===== config.mk =====
export PLATFORM = sky130hd
export DESIGN_NAME = term_writer
export DESIGN_NICKNAME = d
export VERILOG_FILES = /design/src/rtl/term_writer.sv
export SDC_FILE = /design/constraint.sdc
export NUM_CORES = 1
export LEC_CHECK = 0
export CAP_MARGIN = 20
export CORE_ASPECT_RATIO = 0.8
export CORE_UTILIZATION = 53
export CTS_CLUSTER_SIZE = 8
export DETAILED_ROUTE_END_ITERATION = 10
export MAX_ROUTING_LAYER = met4
export PLACE_DENSITY = 0.78
export SLEW_MARGIN = 30
export SYNTH_ARGS = -nofsm -noshare
export SYNTH_HDL_FRONTEND = slang
export SYNTH_SLANG_ARGS = --single-unit

===== constraint.sdc =====
create_clock -name clk -period 3.75 [get_ports clk]
set_clock_uncertainty 0.05 [all_clocks]
set_input_delay 0.75 -clock clk [delete_from_list [all_inputs] [get_ports clk]]
set_output_delay 0.75 -clock clk [all_outputs]
set_load 0.02 [all_outputs]

===== src/rtl/term_writer.sv =====
// Terminal write engine: interprets a byte stream, writes the 80x25 circular character
// buffer and drives cursor position, cursor blink and scroll offset to the video generator.
module term_writer #(
   parameter int BLINK_FRAMES = 30,
   parameter int COLS         = 80,
   parameter int ROWS         = 25
) (
   input  logic        clk,
   input  logic        reset,
   input  logic [7:0]  char_in,
   input  logic        char_valid,
   output logic        char_ready,
   input  logic        vblank,
   output logic        wr_en,
   output logic [10:0] wr_addr,
   output logic [7:0]  wr_data,
   output logic [6:0]  cursor_x,
   output logic [4:0]  cursor_y,
   output logic [10:0] first_char,
   output logic        cursor_blink_on
);

   localparam logic [10:0] BUF_SIZE     = 11'(COLS * ROWS);
   localparam logic [11:0] BUF_SIZE_12  = 12'(COLS * ROWS);
   localparam logic [10:0] LAST_ROW_ADR = 11'(COLS * (ROWS - 1));
   localparam logic [10:0] ROW_LEN      = 11'(COLS);
   localparam logic [6:0]  X_LAST       = 7'(COLS - 1);
   localparam logic [4:0]  Y_LAST       = 5'(ROWS - 1);
   localparam logic [7:0]  SPACE        = 8'h20;
   localparam logic [7:0]  CH_BS        = 8'h08;
   localparam logic [7:0]  CH_LF        = 8'h0A;
   localparam logic [7:0]  CH_FF        = 8'h0C;
   localparam logic [7:0]  CH_CR        = 8'h0D;
   localparam int          BW           = (BLINK_FRAMES > 2) ? $clog2(BLINK_FRAMES) : 1;
   localparam logic [BW-1:0] BLINK_LAST = BW'(BLINK_FRAMES - 1);

   typedef enum logic [1:0] {
      CLEAR_ALL  = 2'd0,
      IDLE       = 2'd1,
      WRITE      = 2'd2,
      CLEAR_LINE = 2'd3
   } state_t;

   // Row offset y*80 built from shifts; the sum never exceeds two buffer lengths.
   function automatic logic [10:0] screen_addr(input logic [10:0] base,
                                               input logic [4:0]  y,
                                               input logic [6:0]  x);
      logic [11:0] sum;
      sum = {1'b0, base} + {1'b0, y, 6'b000000} + {3'b000, y, 4'b0000} + {5'b00000, x};
      if (sum >= BUF_SIZE_12) begin
         sum = sum - BUF_SIZE_12;
      end else begin
         sum = sum;
      end
      return sum[10:0];
   endfunction

   state_t        state_r;
   logic [10:0]   clr_cnt_r;
   logic [10:0]   clr_addr_r;
   logic          wr_en_r;
   logic [10:0]   wr_addr_r;
   logic [7:0]    wr_data_r;
   logic [6:0]    cursor_x_r;
   logic [4:0]    cursor_y_r;
   logic [10:0]   first_char_r;
   logic          ready_r;
   logic          blink_r;
   logic [BW-1:0] blink_cnt_r;
   logic          vblank_prev_r;

   logic          accept_s;
   logic          printable_s;
   logic          vblank_rise_s;
   logic [10:0]   cur_addr_s;
   logic [10:0]   next_first_s;

   assign accept_s      = char_valid & ready_r;
   assign printable_s   = (char_in >= 8'h20) && (char_in <= 8'h7E);
   assign vblank_rise_s = vblank & ~vblank_prev_r;
   assign cur_addr_s    = screen_addr(first_char_r, cursor_y_r, cursor_x_r);
   assign next_first_s  = (first_char_r == LAST_ROW_ADR) ? 11'd0 : (first_char_r + ROW_LEN);

   // Main engine: decode, buffer writes, cursor and scroll bookkeeping.
   always_ff @(posedge clk) begin
      if (reset) begin
         state_r      <= CLEAR_ALL;
         clr_cnt_r    <= 11'd0;
         clr_addr_r   <= 11'd0;
         wr_en_r      <= 1'b0;
         wr_addr_r    <= 11'd0;
         wr_data_r    <= SPACE;
         cursor_x_r   <= 7'd0;
         cursor_y_r   <= 5'd0;
         first_char_r <= 11'd0;
         ready_r      <= 1'b0;
      end else begin
         case (state_r)
            CLEAR_ALL: begin
               if (clr_cnt_r == BUF_SIZE) begin
                  wr_en_r <= 1'b0;
                  ready_r <= 1'b1;
                  state_r <= IDLE;
               end else begin
                  wr_en_r   <= 1'b1;
                  wr_addr_r <= clr_cnt_r;
                  wr_data_r <= SPACE;
                  clr_cnt_r <= clr_cnt_r + 11'd1;
               end
            end
            IDLE: begin
               wr_en_r <= 1'b0;
               if (accept_s && printable_s) begin
                  wr_en_r   <= 1'b1;
                  wr_addr_r <= cur_addr_s;
                  wr_data_r <= char_in;
                  ready_r   <= 1'b0;
                  state_r   <= WRITE;
               end else if (accept_s) begin
                  case (char_in)
                     CH_CR: cursor_x_r <= 7'd0;
                     CH_BS: begin
                        if (cursor_x_r != 7'd0) begin
                           cursor_x_r <= cursor_x_r - 7'd1;
                        end else begin
                           cursor_x_r <= cursor_x_r;
                        end
                     end
                     CH_LF: begin
                        if (cursor_y_r != Y_LAST) begin
                           cursor_y_r <= cursor_y_r + 5'd1;
                        end else begin
                           // Scroll: blank the old top row, which becomes the new bottom row.
                           first_char_r <= next_first_s;
                           wr_en_r      <= 1'b1;
                           wr_addr_r    <= first_char_r;
                           wr_data_r    <= SPACE;
                           clr_addr_r   <= first_char_r + 11'd1;
                           clr_cnt_r    <= 11'd1;
                           ready_r      <= 1'b0;
                           state_r      <= CLEAR_LINE;
                        end
                     end
                     CH_FF: begin
                        // Address 0 is written on the accepting edge so the clear spans 2000 cycles.
                        first_char_r <= 11'd0;
                        cursor_x_r   <= 7'd0;
                        cursor_y_r   <= 5'd0;
                        wr_en_r      <= 1'b1;
                        wr_addr_r    <= 11'd0;
                        wr_data_r    <= SPACE;
                        clr_cnt_r    <= 11'd1;
                        ready_r      <= 1'b0;
                        state_r      <= CLEAR_ALL;
                     end
                     default: state_r <= IDLE;
                  endcase
               end else begin
                  state_r <= IDLE;
               end
            end
            WRITE: begin
               wr_en_r <= 1'b0;
               if (cursor_x_r != X_LAST) begin
                  cursor_x_r <= cursor_x_r + 7'd1;
                  ready_r    <= 1'b1;
                  state_r    <= IDLE;
               end else if (cursor_y_r != Y_LAST) begin
                  cursor_x_r <= 7'd0;
                  cursor_y_r <= cursor_y_r + 5'd1;
                  ready_r    <= 1'b1;
                  state_r    <= IDLE;
               end else begin
                  cursor_x_r   <= 7'd0;
                  first_char_r <= next_first_s;
                  wr_en_r      <= 1'b1;
                  wr_addr_r    <= first_char_r;
                  wr_data_r    <= SPACE;
                  clr_addr_r   <= first_char_r + 11'd1;
                  clr_cnt_r    <= 11'd1;
                  state_r      <= CLEAR_LINE;
               end
            end
            CLEAR_LINE: begin
               if (clr_cnt_r == ROW_LEN) begin
                  wr_en_r <= 1'b0;
                  ready_r <= 1'b1;
                  state_r <= IDLE;
               end else begin
                  wr_en_r    <= 1'b1;
                  wr_addr_r  <= clr_addr_r;
                  wr_data_r  <= SPACE;
                  clr_addr_r <= clr_addr_r + 11'd1;
                  clr_cnt_r  <= clr_cnt_r + 11'd1;
               end
            end
            default: begin
               wr_en_r   <= 1'b0;
               clr_cnt_r <= 11'd0;
               ready_r   <= 1'b0;
               state_r   <= CLEAR_ALL;
            end
         endcase
      end
   end

   // Cursor blink: vblank edge counter; an accepted byte takes priority and restarts the phase.
   always_ff @(posedge clk) begin
      if (reset) begin
         blink_r       <= 1'b1;
         blink_cnt_r   <= '0;
         vblank_prev_r <= 1'b0;
      end else begin
         vblank_prev_r <= vblank;
         if (accept_s) begin
            blink_r     <= 1'b1;
            blink_cnt_r <= '0;
         end else if (vblank_rise_s && (blink_cnt_r == BLINK_LAST)) begin
            blink_r     <= ~blink_r;
            blink_cnt_r <= '0;
         end else if (vblank_rise_s) begin
            blink_cnt_r <= blink_cnt_r + 1'b1;
         end else begin
            blink_cnt_r <= blink_cnt_r;
         end
      end
   end

   assign char_ready      = ready_r;
   assign wr_en           = wr_en_r;
   assign wr_addr         = wr_addr_r;
   assign wr_data         = wr_data_r;
   assign cursor_x        = cursor_x_r;
   assign cursor_y        = cursor_y_r;
   assign first_char      = first_char_r;
   assign cursor_blink_on = blink_r;

endmodule

# Word-level counts from Yosys, hierarchy flattened

Index checks and enable logic that the tools add are counted.
W data, S select, Z words.

Flip-flop bits (word level): 75
Input port bits: 12
Output and inout port bits: 45
Word-level logic and storage cells: 157

Add/sub/neg operators: 12
Order comparisons: 3
Equal/unequal tests: 30
Mux-type cells: 77
Bitwise gates (word level): 4
Reductions and logical operators: 18

Operator list:

| kind                    | number |
|---|---|
| $mux W11                | 24 |
| $pmux W11 S2            | 4 |
| $pmux W11 S4            | 2 |
| $mux W8                 | 6 |
| $add A11 B1 Y11 const B | 3 |
| $pmux W11 S3            | 1 |
| $eq A8 B4 Y1 const B    | 4 |
| $pmux W8 S4             | 1 |
| $mux W7                 | 4 |
| $pmux W7 S2             | 2 |
| $eq A11 B11 Y1 const B  | 2 |
| $mux W5                 | 4 |
| $pmux W5 S2             | 2 |
| $reduce_and A6 Y1       | 3 |
| $pmux W8 S2             | 1 |
| $reduce_and A5 Y1       | 3 |
| $mux W2                 | 7 |
| $ne A2 B2 Y1 const B    | 7 |
| $mux W1                 | 13 |
| $add A11 B11 Y12        | 1 |
| $add A12 B7 Y12         | 1 |
| $add A12 B9 Y12         | 1 |
| $ge A12 B11 Y1 const B  | 1 |
| $add A11 B7 Y11 const B | 1 |
| 32 further kinds        | 46 |

# Longest topological paths before layout

Gate-level depths: netlist of run 1.

Word-level depth: 7
Gate-level depth with buffers: 15
Mapped depth without buffers: 13

# Least setup slack after synthesis of run 1

OpenSTA, ideal clock, no wires.

Path type: register to register
From: register cursor_x_r[6] (netlist: cursor_x[6])
To: register wr_addr_r[4] (netlist: wr_addr[4])
Setup time: 0.096 ns
Arrival: 3.801 ns
Data required time: 3.604 ns
Slack: -0.197 ns
Stages on the path, launching flop included: 13
Buffers on the path: 0
Clock period less this slack: 3.947 ns
Path through: dfxtp_1 -> inv_1 -> fa_1 -> inv_1 -> fa_1 -> ha_1 -> o21a_1 -> o211a_1 -> a221o_1 -> xor2_1 -> a41oi_1 -> mux2_2 -> o41ai_2

Cells in the longest elaborated chain, start to end: 5
Elaborated cells on any way between the ends: 8
Classes of those cells: 1 x add/sub; 1 x order compare; 2 x eq/ne; 3 x mux; 1 x reduce/logical

Ends and longest elaborated chain:

| what                     | RTL line | RTL |
|---|---|---|
| start: declaration       | 64       | `logic [6:0] cursor_x_r;` |
| start signal: assignment | 124      | `cursor_x_r <= cursor_x_r - 7'd1;` |
| start signal: assignment | 126      | `cursor_x_r <= cursor_x_r;` |
| start signal: assignment | 165      | `cursor_x_r <= cursor_x_r + 7'd1;` |
| $add A12 B7 Y12          | 49       | `sum = {1'b0, base} + {1'b0, y, 6'b000000} + {3'b000, y, 4'b0000} + {5'b00000, x};` |
| $ge A12 B11 Y1           | 50       | `if (sum >= BUF_SIZE_12) begin` |
| $mux W11                 | 50       |  |
| $mux W11                 | 113      | `if (accept_s && printable_s) begin` |
| $pmux W11 S4             | 98       | `case (state_r)` |
| end signal: assignment   | 106      | `wr_addr_r <= clr_cnt_r;` |
| end signal: assignment   | 115      | `wr_addr_r <= cur_addr_s;` |
| end signal: assignment   | 136      | `wr_addr_r <= first_char_r;` |
| end: declaration         | 62       | `logic [10:0] wr_addr_r;` |

Several ways; a longest one is shown, not always the timed one.
A chain may end at the register's enable or synchronous reset.

# Final worst setup path of run 1

From: register cursor_x_r[2] (netlist: cursor_x[2])
To: register wr_addr_r[7] (netlist: wr_addr[7])

Cells in the longest elaborated chain, start to end: 5
Elaborated cells on any way between the ends: 9
Classes of those cells: 2 x add/sub; 1 x order compare; 2 x eq/ne; 3 x mux; 1 x reduce/logical

Ends and longest elaborated chain:

| what                                                      | RTL line |
|---|---|
| $add A12 B7 Y12                                           | 49 |
| $sub A11 B11 Y11 / $ge A12 B11 Y1 (equally long branches) | 51, 50 |
| $mux W11                                                  | 50 |
| $mux W11                                                  | 113 |
| $pmux W11 S4                                              | 98 |

Several ways; a longest one is shown, not always the timed one.

==> results of run 1 <==
-- logic make-up (layout without fill, tap and decap cells) --
kind of cell,Yosys count,count (layout)
fa+ha+maj,49,49
mux,13,13
buf+inv,83,172
simple gates,283,283
xor+xnor,27,27
flops,75,75
compound gates,217,217
-- repair_timing --
action / in CTS / in global routing
pin swaps: 0 / 10
setup endpoints to repair: 1 / 6
buffers inserted: 0 / 2
gates resized for setup: 2 / 15
hold buffers: 0 / 0
-- worst min-delay path, delay by kind of cell (launching register included) --
family	cells	cell delay, ns
flops	1	0.34
simple gates	1	0.06
compound gates	1	0.05
-- worst paths after layout --
check	start	end	slack (ns)	depth (start not counted)
hold reg to reg	state_r[1]$_SDFFE_PP0P_	state_r[1]$_SDFFE_PP0P_	0.45	2
setup reg to reg	cursor_x[2]$_SDFFE_PP0P_	wr_addr[7]$_SDFFE_PP0P_	0.09	14
setup / recovery	cursor_x[2]$_SDFFE_PP0P_	wr_addr[7]$_SDFFE_PP0P_	0.09	14
hold / removal	state_r[1]$_SDFFE_PP0P_	state_r[1]$_SDFFE_PP0P_	0.45	2
-- metrics by stage --
stage               instance area [sq um]  instances   TNS, ns  worst slack (ns)
floorplan                            5780        747         0            0.0197
detailed placement                   6760        958   -0.0133           -0.0133
global route                         7170        976  -0.00845          -0.00845
CTS                                  7070        974         0            0.0374
finish                               7170        976         0            0.0896
global placement                     6760        958         0            0.0539
-- power groups by stage --
stage | Sequential (mW) | Combinational [mW] | Clock (mW)
after detailed placement | 0.833 | 0.0799 | 0
after CTS | 0.815 | 0.0801 | 0.908
final | 0.816 | 0.0811 | 0.905
after floorplan | 0.831 | 0.0445 | 0
after global routing | 0.817 | 0.0875 | 0.944
after global placement | 0.832 | 0.0765 | 0
-- registers in the layout, summed over array words and instances, names as in the netlist --
| signal | cells |
|---|---|
| blink_cnt_r | 5 |
| char_ready | 1 |
| clr_addr_r | 11 |
| clr_cnt_r | 11 |
| cursor_blink_on | 1 |
| cursor_x | 7 |
| cursor_y | 5 |
| first_char | 11 |
| state_r | 2 |
| vblank_prev_r | 1 |
| wr_addr | 11 |
| wr_data | 8 |
| wr_en | 1 |
-- routing by layer --
metal / track usage, % / vias up
met1: 46.4 / 2965
li1: - / 2882
met2: 56.5 / 323
met5: - / -
met4: 10.2 / 0
met3: 5.08 / 44
-- area by class of cell --
| type | instances | area share, % |
|---|---|---|
| Clock buffer | 13 | 3.63 |
| Clock inverter | 3 | 0.645 |
| Inverter | 44 | 2.30 |
| Multi-Input combinational cell | 589 | 56.3 |
| Sequential cell | 75 | 21.0 |
| Tap cell | 140 | 2.44 |
| Timing Repair Buffer | 112 | 13.6 |
-- layout by cell type, fill, tap and decap left out, drive strengths merged, types with 8 or more instances in the layout --
| cell type | synthesis | layout |
|---|---|---|
| a211oi | 9 | 9 |
| a21oi | 58 | 58 |
| a22oi | 9 | 9 |
| a31oi | 14 | 14 |
| and3 | 11 | 11 |
| buf | 8 | 57 |
| clkbuf | 31 | 13 |
| clkdlybuf4s50 | 0 | 55 |
| dfxtp | 75 | 75 |
| fa | 8 | 8 |
| ha | 41 | 41 |
| inv | 42 | 42 |
| mux2i | 11 | 11 |
| nand2 | 78 | 78 |
| nand2b | 10 | 10 |
| nand3 | 30 | 30 |
| nor2 | 83 | 83 |
| nor3 | 22 | 22 |
| o211ai | 12 | 12 |
| o21ai | 47 | 47 |
| xnor2 | 16 | 16 |
| xor2 | 11 | 11 |
==> flow_summary.json, run 1 <==
{
  "cpMaxStageDelayCell": "fa_1",
  "p_int_mw": 1.39,
  "hold_viol_final": 0,
  "path_cells": "ha_1, ha_1, ha_1, inv_1, fa_1, xnor2_1, ha_1, nand2_1, o41ai_1, buf_4, a41oi_2, buf_4, nor3_1, o32ai_2",
  "cts_made_buffers": 9,
  "end_kind": "flop",
  "met3_length_microns": 1740,
  "crit_arrival_ns": 3.83,
  "synth_cells": 747,
  "swShare_pct": 22.8,
  "synth_xor_area_share_pct": 4.10,
  "ios": 57,
  "vias_per_cell": 6.37,
  "area_delta_synth_final_pct": 24.4,
  "synth_simple_gate_area_share_pct": 24.3,
  "antenna_left": 0,
  "clk_latency_ns": 0.34,
  "routabilityCongestion": 0.957,
  "highest_layer": "met4",
  "grt_max_degree": 52,
  "num-fill-cells": 887,
  "die-height_microns": 95.3,
  "drc": 0,
  "critPathMostFrequentCell": "ha_1",
  "holdWs_ns": 0.448,
  "synth_compound_area_share_pct": 25.9,
  "p_switching_mw": 0.411,
  "worst_pin_slew_ns": 0.841,
  "antenna_found_initial": 0,
  "power.total_mw": 1.80,
  "cts.clk_slew.worst_paths_ns": 0.06,
  "relSlewSlack_pct": 43.9,
  "post-route-min-period_ns": 3.66,
  "dieArea_sq_um": 11300,
  "synthFlopType": "dfxtp_1",
  "power_density_nw_per_um2": 251,
  "slew_violations": 0,
  "cts_root_buffer": "clkbuf_16",
  "status": "finished clean",
  "yosys.area_share.adder_pct": 11.7,
  "maxCapViolCount": 0,
  "rsz0062_at_grt": "true",
  "multiInputGateArea_sq_um": 4040,
  "synth_top_family_by_area": "compound AO/OA/AOI/OAI gates",
  "worst_path_largest_cell_delay_ns": 0.45,
  "setup_viol": 0,
  "synth_top_cell_by_area": "dfxtp_1",
  "synth_most_common_cell": "nor2_1",
  "syn_nets": 808,
  "portBuffers": 56,
  "cp_max_fo": 3,
  "synth_edf_count": 0,
  "met1_length_microns": 8400,
  "finalNetCount": 892,
  "hp-class": "reg -> reg",
  "cts_tree": "yes",
  "grt_pass1_vias": 5870,
  "synth_area_sq_um": 5770,
  "cts_sinks": 75,
  "layout-drive-gt1-share_pct": 14.0,
  "yosysSeqAreaShare_pct": 26.0,
  "n_antenna_cell": 0,
  "gr-total-overflow": 0,
  "vias": 6214,
  "power_frac_clock_pct": 50.2,
  "synth_mux_area_share_pct": 2.30,
  "drt_pass1_iterations": 6,
  "fp-row-count": 33,
  "critPathTopFamily": "adder cells",
  "async_flop_share_pct": 0,
  "initial_utilization_pct": 55.4,
  "wl_per_cell_microns": 19.3,
  "synth_commonest_cells": "81 x nor2_1, 78 x nand2_1, 75 x dfxtp_1",
  "grtUsageTotal_pct": 35.3,
  "critPathKind": "reg -> reg",
  "die_w_microns": 119,
  "irDropWorstVdd_v": 0.000192,
  "post_synth.cell_area_avg_sq_um": 7.72,
  "ys_types": 79,
  "route.met2.wl_microns": 8300,
  "fin_util_pct": 68.9,
  "crit_path_start_kind": "flop",
  "synth.top_cell.area_share_pct": 26.0,
  "hpwl_microns": 14000,
  "power.sequential.fraction_pct": 45.3,
  "wl_microns": 18900,
  "cp.required_ns": 3.92,
  "ys.warnings.count": 0,
  "p_comb_share_pct": 4.5,
  "core_sq_um": 10400,
  "ys_ff_latch": 75,
  "power.leakage_nw": 2.76,
  "drt-initial-drc-count": 688,
  "fmaxAchievable_mhz": 273,
  "seq_area_sq_um": 1510,
  "synthTopCellsByArea": "dfxtp_1 26%, ha_1 8.9%, nor2_1 5.3%, nand2_1 5.1%, a21oi_1 4.9%",
  "period_share_pct": 97.6,
  "path_buf_inv": 3,
  "clk_path_buf_depth": 2,
  "h-tree-depth": 3,
  "grt_pass1_wl_microns": 30200
}
No activity file was read; power rests on OpenSTA's default activity.
==> run 2, diff against run 1 <==
--- a/config.mk
+++ b/config.mk
@@ -10,7 +10,6 @@
 export CORE_UTILIZATION = 53
 export CTS_CLUSTER_SIZE = 8
 export DETAILED_ROUTE_END_ITERATION = 10
-export MAX_ROUTING_LAYER = met4
 export PLACE_DENSITY = 0.78
 export SLEW_MARGIN = 30
 export SYNTH_ARGS = -nofsm -noshare
==> run 2 against run 1 <==
Worst setup slack got worse by 0.066 ns. Count of clock-buffer cells in the layout down 4. Sequential power about the same. First-iteration DRC count down 6.8%. Non-clock buffer count shrank 5. Total power fell by 1.0%. Largest power group unchanged. Sequential cell count unchanged. Critical path depth decreased by 2. Critical path type unchanged.
==> flow_summary.json, run 2 (synthesis results as in run 1) <==
{
  "status": "finished clean",
  "ios": 57,
  "period_share_pct": 99.4,
  "fmaxAchievable_mhz": 268,
  "dieArea_sq_um": 11300,
  "core_sq_um": 10400,
  "power.total_mw": 1.78,
  "power_density_nw_per_um2": 251,
  "cts_sinks": 75,
  "vias_per_cell": 6.34,
  "fp-row-count": 33,
  "n_antenna_cell": 0,
  "grt_pass1_wl_microns": 29800,
  "gr-total-overflow": 0,
  "cp.required_ns": 3.95,
  "route.met2.wl_microns": 8030,
  "die-height_microns": 95.3,
  "num-fill-cells": 865,
  "path_buf_inv": 2,
  "cts_root_buffer": "clkbuf_16",
  "setup_viol": 0,
  "cp_max_fo": 5,
  "path_cells": "inv_1, fa_1, inv_1, ha_1, ha_4, a211oi_1, o211ai_1, a221o_1, xor2_1, a41oi_2, mux2_2, o41ai_2",
  "power.leakage_nw": 2.73,
  "holdWs_ns": 0.445,
  "hp-class": "reg -> reg",
  "worst_path_largest_cell_delay_ns": 0.53,
  "h-tree-depth": 3,
  "critPathTopFamily": "compound AO/OA/AOI/OAI gates",
  "grt_max_degree": 28,
  "grtUsageTotal_pct": 33.5,
  "wl_per_cell_microns": 19.1,
  "critPathMostFrequentCell": "inv_1",
  "end_kind": "flop",
  "antenna_left": 0,
  "clk_path_buf_depth": 2,
  "antenna_found_initial": 0,
  "routabilityCongestion": 0.992,
  "hold_viol_final": 0,
  "maxCapViolCount": 0,
  "highest_layer": "met4",
  "layout-drive-gt1-share_pct": 13.2,
  "drt-initial-drc-count": 641,
  "critPathKind": "reg -> reg",
  "hpwl_microns": 13800,
  "area_delta_synth_final_pct": 23.3,
  "post-route-min-period_ns": 3.73,
  "relSlewSlack_pct": 37.2,
  "drt_pass1_iterations": 8,
  "worst_pin_slew_ns": 0.942,
  "final_common_cell": "nor2_1",
  "wl_microns": 18600,
  "clk_latency_ns": 0.34,
  "crit_arrival_ns": 3.93,
  "cpMaxStageDelayCell": "fa_1",
  "vias": 6158,
  "drc": 0,
  "die_w_microns": 119,
  "met1_length_microns": 8410,
  "crit_path_start_kind": "flop",
  "irDropWorstVdd_v": 0.000267,
  "grt_pass1_vias": 5805,
  "initial_utilization_pct": 55.4,
  "finalNetCount": 887,
  "slew_violations": 0,
  "portBuffers": 56,
  "met3_length_microns": 1650,
  "final_cell_mix": "81 x nor2_1, 78 x nand2_1, 70 x dfxtp_1",
  "fin_util_pct": 68.4,
  "cts.clk_slew.worst_paths_ns": 0.06,
  "cts_tree": "yes",
  "cts_made_buffers": 9
}
==> run 2: changes by cell type in the layout (fill, tap and decap cells not counted), moves of 2 or more <==
cell / change
buf_4: -5
clkbuf_1: -2
clkbuf_8: -2
clkinvlp_4: +2
inv_6: +2
==> run 2: worst paths after layout <==
kind | slack [ns] | cells after the start | endpoint | startpoint
setup / recovery | 0.02 | 12 | wr_addr[4]$_SDFFE_PP0P_ | cursor_x[4]$_SDFFE_PP0P_
hold / removal | 0.45 | 2 | wr_addr[3]$_SDFFE_PP0P_ | wr_addr[3]$_SDFFE_PP0P_
setup reg to reg | 0.02 | 12 | wr_addr[4]$_SDFFE_PP0P_ | cursor_x[4]$_SDFFE_PP0P_
hold reg to reg | 0.45 | 2 | wr_addr[3]$_SDFFE_PP0P_ | wr_addr[3]$_SDFFE_PP0P_
==> run 2: per-layer routing <==
metal  vias to the layer above  GRT usage, %
met3                        44          6.58
met1                      2888          45.5
met5                         -             0
met4                         0          13.3
li1                       2881             -
met2                       345          52.6
==> run 2: worst register-to-register path, stage by stage, from the launching register on <==
cell and delay [ns]:
dfxtp_1 0.33, inv_1 0.07, fa_1 0.53, inv_1 0.04, ha_1 0.33, ha_4 0.19
a211oi_1 0.42, o211ai_1 0.23, a221o_1 0.38, xor2_1 0.18, a41oi_2 0.25, mux2_2 0.38
o41ai_2 0.25
==> run 2: through the flow <==
stage	setup WS [ns]	area, sq um	std cells	TNS, ns
floorplan	0.0197	5780	747	0
global placement	0.0956	6710	952	0
detailed placement	0.0388	6710	952	0
CTS	0.0222	7010	968	0
global route	-0.123	7110	971	-0.346
finish	0.0232	7110	971	0
==> run 2: cell type report <==
type                            instances  area (sq um)  area share [%]
Timing Repair Buffer                  107           938            13.2
Sequential cell                        75          1510            21.2
Multi-Input combinational cell        589          4030            56.6
Clock inverter                          7          75.1            1.06
Tap cell                              140           175            2.46
Inverter                               44           165            2.32
Clock buffer                            9           225            3.17
==> run 2: timing repair <==
item	CTS	global route
endpoints found under the hold margin	0	0
setup endpoints to repair	0	5
gates resized for setup	0	12
hold buffers	0	0
buffers inserted	0	3
==> run 2: power breakdown <==
group | internal [mW] | total, mW | leakage (nW) | switching (mW)
Sequential | 0.805 | 0.815 | 0.609 | 0.0105
Combinational | 0.0332 | 0.0812 | 1.98 | 0.0480
Clock | 0.519 | 0.887 | 0.138 | 0.368
